[config.mk]
export PLATFORM = sky130hd
export DESIGN_NAME = rf_arbiter
export DESIGN_NICKNAME = d
export VERILOG_FILES = /design/src/rtl/rf_arbiter.sv
export SDC_FILE = /design/constraint.sdc
export NUM_CORES = 1
export LEC_CHECK = 0
export ABC_AREA = 0
export CAP_MARGIN = 25
export CELL_PAD_IN_SITES_DETAIL_PLACEMENT = 0
export CELL_PAD_IN_SITES_GLOBAL_PLACEMENT = 2
export CORE_MARGIN = 5
export CORE_UTILIZATION = 16
export DETAILED_ROUTE_END_ITERATION = 10
export HOLD_SLACK_MARGIN = 0.02
export PLACE_DENSITY = 0.82
export SYNTH_ARGS = -nofsm -noshare
export SYNTH_HDL_FRONTEND = slang
export SYNTH_SLANG_ARGS = --single-unit
[constraint.sdc]
create_clock -name clk -period 3.35 [get_ports clk]
set_input_delay 0.67 -clock clk [delete_from_list [all_inputs] [get_ports clk]]
set_output_delay 0.67 -clock clk [all_outputs]
set_load 0.02 [all_outputs]
[src/rtl/rf_arbiter.sv]
`default_nettype none
// ============================================================================
// rf_arbiter: shares the register-file write port and read port B between the
// CPU core and a debug requester; optional post-reset zero sweep.
// Optional feature macro: RF_CLEAR_ON_RESET_EN (enables CLEAR state / sweep)
// Revision: 1.0
// ============================================================================
module rf_arbiter (
  input  logic        clk,
  input  logic        rst_n,
  input  logic        core_w_valid,
  input  logic [4:0]  core_w_addr,
  input  logic [31:0] core_w_data,
  output logic        core_w_ready,
  input  logic [4:0]  core_ra_addr,
  input  logic [4:0]  core_rb_addr,
  output logic        core_stall,
  input  logic        dbg_req,
  input  logic        dbg_we,
  input  logic [4:0]  dbg_addr,
  input  logic [31:0] dbg_wdata,
  output logic        dbg_ack,
  output logic [31:0] dbg_rdata,
  output logic        busy,
  output logic [31:0] rf_w_data,
  output logic [4:0]  rf_w_addr,
  output logic        rf_w_ena,
  output logic [4:0]  rf_ra_addr,
  output logic [4:0]  rf_rb_addr,
  input  logic [31:0] rf_ra_data,
  input  logic [31:0] rf_rb_data
);

  typedef enum logic [2:0] {
    CLEAR   = 3'd0,
    IDLE    = 3'd1,
    DBG_RD  = 3'd2,
    DBG_CAP = 3'd3,
    DBG_ACK = 3'd4
  } state_t;

`ifdef RF_CLEAR_ON_RESET_EN
  localparam state_t RESET_STATE = CLEAR;
`else
  localparam state_t RESET_STATE = IDLE;
`endif

  state_t     state;
  state_t     state_nxt;
  logic [1:0] starve_cnt;
  logic [1:0] starve_nxt;
  logic       dbg_wr_pend;

  // Port A read data goes to the core directly; only the address passes here.
  logic unused_ra_data;
  assign unused_ra_data = ^rf_ra_data;

  assign rf_ra_addr  = core_ra_addr;
  assign dbg_wr_pend = dbg_req & dbg_we;

`ifdef RF_CLEAR_ON_RESET_EN
  logic [4:0] clr_cnt;

  always_ff @(posedge clk or negedge rst_n) begin
    if (!rst_n) begin
      clr_cnt <= 5'd0;
    end else if (state == CLEAR) begin
      clr_cnt <= clr_cnt + 5'd1;
    end
  end

  assign busy = (state == CLEAR);
`else
  assign busy = 1'b0;
`endif

  always_comb begin
    state_nxt    = state;
    starve_nxt   = starve_cnt;
    core_w_ready = 1'b1;
    core_stall   = 1'b0;
    rf_w_ena     = core_w_valid && (core_w_addr != 5'd0);
    rf_w_addr    = core_w_addr;
    rf_w_data    = core_w_data;
    rf_rb_addr   = core_rb_addr;
    case (state)
`ifdef RF_CLEAR_ON_RESET_EN
      CLEAR: begin
        core_w_ready = 1'b0;
        core_stall   = 1'b1;
        rf_w_ena     = 1'b1;
        rf_w_addr    = clr_cnt;
        rf_w_data    = 32'd0;
        if (clr_cnt == 5'd31) begin
          state_nxt = IDLE;
        end
      end
`endif
      IDLE: begin
        // Debug write takes the port when the core is quiet or has won 3 times.
        if (dbg_wr_pend && (!core_w_valid || starve_cnt == 2'd3)) begin
          core_w_ready = 1'b0;
          rf_w_ena     = (dbg_addr != 5'd0);
          rf_w_addr    = dbg_addr;
          rf_w_data    = dbg_wdata;
          starve_nxt   = 2'd0;
          state_nxt    = DBG_ACK;
        end else begin
          if (dbg_wr_pend && core_w_valid && starve_cnt != 2'd3) begin
            starve_nxt = starve_cnt + 2'd1;
          end
          if (dbg_req && !dbg_we) begin
            state_nxt = DBG_RD;
          end
        end
      end
      DBG_RD: begin
        core_stall = 1'b1;
        rf_rb_addr = dbg_addr;
        state_nxt  = DBG_CAP;
      end
      DBG_CAP: begin
        core_stall = 1'b1;
        state_nxt  = DBG_ACK;
      end
      DBG_ACK: begin
        state_nxt = IDLE;
      end
      default: begin
        state_nxt = RESET_STATE;
      end
    endcase
  end

  always_ff @(posedge clk or negedge rst_n) begin
    if (!rst_n) begin
      state      <= RESET_STATE;
      starve_cnt <= 2'd0;
      dbg_ack    <= 1'b0;
      dbg_rdata  <= 32'd0;
    end else begin
      state      <= state_nxt;
      starve_cnt <= starve_nxt;
      dbg_ack    <= (state_nxt == DBG_ACK);
      if (state == DBG_CAP) begin
        dbg_rdata <= rf_rb_data;
      end
    end
  end

endmodule
`default_nettype wire

==> flow_summary.yaml <==
outcome:
  status: "completed"
routing:
  vias: 2025
  drtAntennaViolNets: 0
  drt_pass1_iterations: 4
  wire_per_inst_um: 15.38
  routed_wl_um: 8169
  drc: 0
  vias_per_cell: 3.814
  drt_iter0_markers: 30
job:
  cap_violations: 0
finish:
  layout_commonest_cell: "clkdlybuf4s50_1"
  drive_gt1_share_pct: 27.92
  mostFrequentLayoutCells: "156 x clkdlybuf4s50_1, 39 x mux2_2, 37 x dfrtp_1"
  final_core_util_pct: 33.27
  nNetsFinal: 504
  diodes: 0
  syn_to_final_growth_pct: 105.8
setup_path:
  crit_top_cell: "clkdlybuf4s50_1"
  critPathLaunchType: "input port"
  critical_path_class: "in2out"
  slowest_stage: "clkdlybuf4s50_1"
  path_buf_inv: 3
  cp_top_family: "buffers and inverters"
  worst_ep_arrival_time_ps: 2590
  crit_chain: "clkdlybuf4s50_1 > and4bb_2 > nand3_4 > buf_4 > mux2_2 > clkdlybuf4s50_1"
  worstPathRequired_ps: 2680
  worstSetupEndpointType: "output pin"
  path_max_fanout: 7
  cpPeakStageDelay_ps: 600
synthesis:
  synth_nets: 307
  synth_mux_area_share_pct: 44.46
  syn-instance-count: 153
  synthTopCellsByArea: "dfrtp_1 42%, mux2_4 24%, mux2_2 20%"
  synth_seq_area_share_pct: 42.78
  synth_compound_area_share_pct: 1.518
  synth-xor-area-share_pct: 0
  yosys_warnings: 0
  synth_seq_cells: 38
  synth.distinct_cells: 25
  syn_area_per_cell_um2: 14.55
  synth_top_area_share_pct: 41.60
  yosys.area_share.adder_pct: 0.5621
  netlist_area_um2: 2226
  synth_top_area_cell: "dfrtp_1"
  synth_top_family_by_area: "multiplexers"
  synthSimpleGateAreaFrac_pct: 5.565
floorplanning:
  core_um2: 13770
  initial_utilization_pct: 16.16
  die_area_um2: 16370
  io_pins: 237
  fp-row-count: 43
  die_h_um: 128.0
  die_w_um: 128.0
global_routing:
  antenna_found_initial: 0
  grt_pass1_vias: 2268
  grt_pass1_wl_um: 11920
  grt_max_degree: 39
  grt_use_total_pct: 9.250
  overflow: 0
place:
  hpwl_um: 6608
  gp_congestion: 0.8396
  io_buffers: 193
sta:
  clock_skew_ps: 4.512
  setup_violations: 0
  hold-worst-slack_ps: 467.5
  slew_headroom_pct: 40.24
  period_needed_ps: 3255
  fin_crit_sh_pct: 97.18
  tns_ps: 0
  fmax_mhz: 307.2
  slew_viol_final: 0
  hold_viol_final: 0
  worstMarginPinSlew_ps: 896.5
  grt_setup_unrepaired: "no"
cts:
  clkTransAtPathRegs_ps: 50
  cts_tree: "yes"
  clockBufferDepth: 2
  clock_sinks: 38
  htreeDepth: 2
  cts_setup_buffers: 0
  root_buffer: "clkbuf_16"
  clkLatencyLatePin_ps: 280
  cts_hold_buffers: 0
  cts_buffers: 5
pwr:
  power.share.sequential_pct: 27.5
  power.density_nw_per_um2: 645.6
  swShare_pct: 33.88
  p_sw_mw: 1.002
  irDropWorstVdd_v: 0.0004739
  combPwrFrac_pct: 55.1
  p_int_mw: 1.956
  power_leakage_nw: 2.194
  clkPwrFrac_pct: 17.4
worst_hold_path:
  holdCritPathClass: "reg2reg"
-- power by group through the flow --
| stage | Combinational [mW] | Sequential, mW | Clock (mW) |
|---|---|---|---|
| CTS | 1.67 | 0.816 | 0.535 |
| detailed placement | 1.67 | 0.818 | 0 |
| global placement | 1.66 | 0.807 | 0 |
| global route | 1.73 | 0.841 | 0.557 |
| floorplan | 0.622 | 1.07 | 0 |
| finish | 1.63 | 0.814 | 0.514 |
-- through the flow --
| stage | cells | setup WS [ps] | cell area [um2] | total power, mW |
|---|---|---|---|---|
| 6_report | 531 | 94.55 | 4582 | 2.958 |
| 5_1_grt | 531 | 8.029 | 4582 | 3.128 |
| 4_1_cts | 531 | -0.0004441 | 4512 | 3.020 |
| 3_5_place_dp | 523 | -3.628 | 4355 | 2.491 |
| 3_3_place_gp | 523 | 10.06 | 4355 | 2.468 |
| 2_1_floorplan | 153 | 1055 | 2226 | 1.688 |
-- sequential cells by signal, summed over array words and instances (netlist names) --
register,count
state,3
dbg_rdata,32
starve_cnt,2
dbg_ack,1
-- repair_timing --
action                                 in CTS  in global routing
gates cloned                                0                  0
setup endpoints to repair                   8                 28
pin swaps                                   0                  0
endpoints found under the hold margin       0                  0
resized for setup                           8                 28
-- logic make-up after synthesis --
kind of cell,after synthesis
multiplexers,76
flip-flops,38
AND/OR/NAND/NOR,19
buffers and inverters,13
AO/OA/AOI/OAI,5
adder cells (fa/ha/maj),1
other,1
-- layout make-up --
| type | count | area [um2] |
|---|---|---|
| fillers | 1400 | 9191 |
| repair buffers | 203 | 2074 |
| multi-input cells | 102 | 1164 |
| flip-flops and latches | 38 | 952.2 |
| well taps | 180 | 225.2 |
| clock buffers | 8 | 166.4 |
-- worst paths after layout --
check | depth (start not counted) | to | slack [ps] | start
setup / recovery | 6 | rf_w_data[31] | 90 | dbg_req
setup reg to reg | 4 | dbg_rdata[7] | 1780 | state[1]
min in group asynchronous | 1 | dbg_rdata[15] | 520 | rst_n
max in group asynchronous | 1 | state[2] | 2270 | rst_n
hold / removal | 1 | state[1] | 470 | state[2]
hold reg to reg | 1 | state[1] | 470 | state[2]
-- routing by layer --
layer	vias to the layer above	wire, um	GRT usage, %
met5	-	0	0
met4	0	93	2.747
met3	9	1091	4.292
met2	132	3854	16.24
met1	945	3130	9.923
li1	939	-	-
-- cells in the mapped netlist --
cell type	n
a21bo_2	1
a21boi_0	1
and2b_1	1
and3_1	1
and4bb_2	1
buf_2	1
buf_4	8
buf_6	4
conb_1	1
dfrtp_1	37
dfstp_2	1
ha_1	1
mux2_2	39
mux2_4	36
mux2i_1	1
nand2_1	4
nand2b_1	1
nand3_4	1
nand4_1	1
nor2_1	3
nor2b_1	3
nor3b_1	1
o21ai_0	2
o22ai_1	1
or4_1	2
Note: power is estimated with default switching activity, not from simulation.
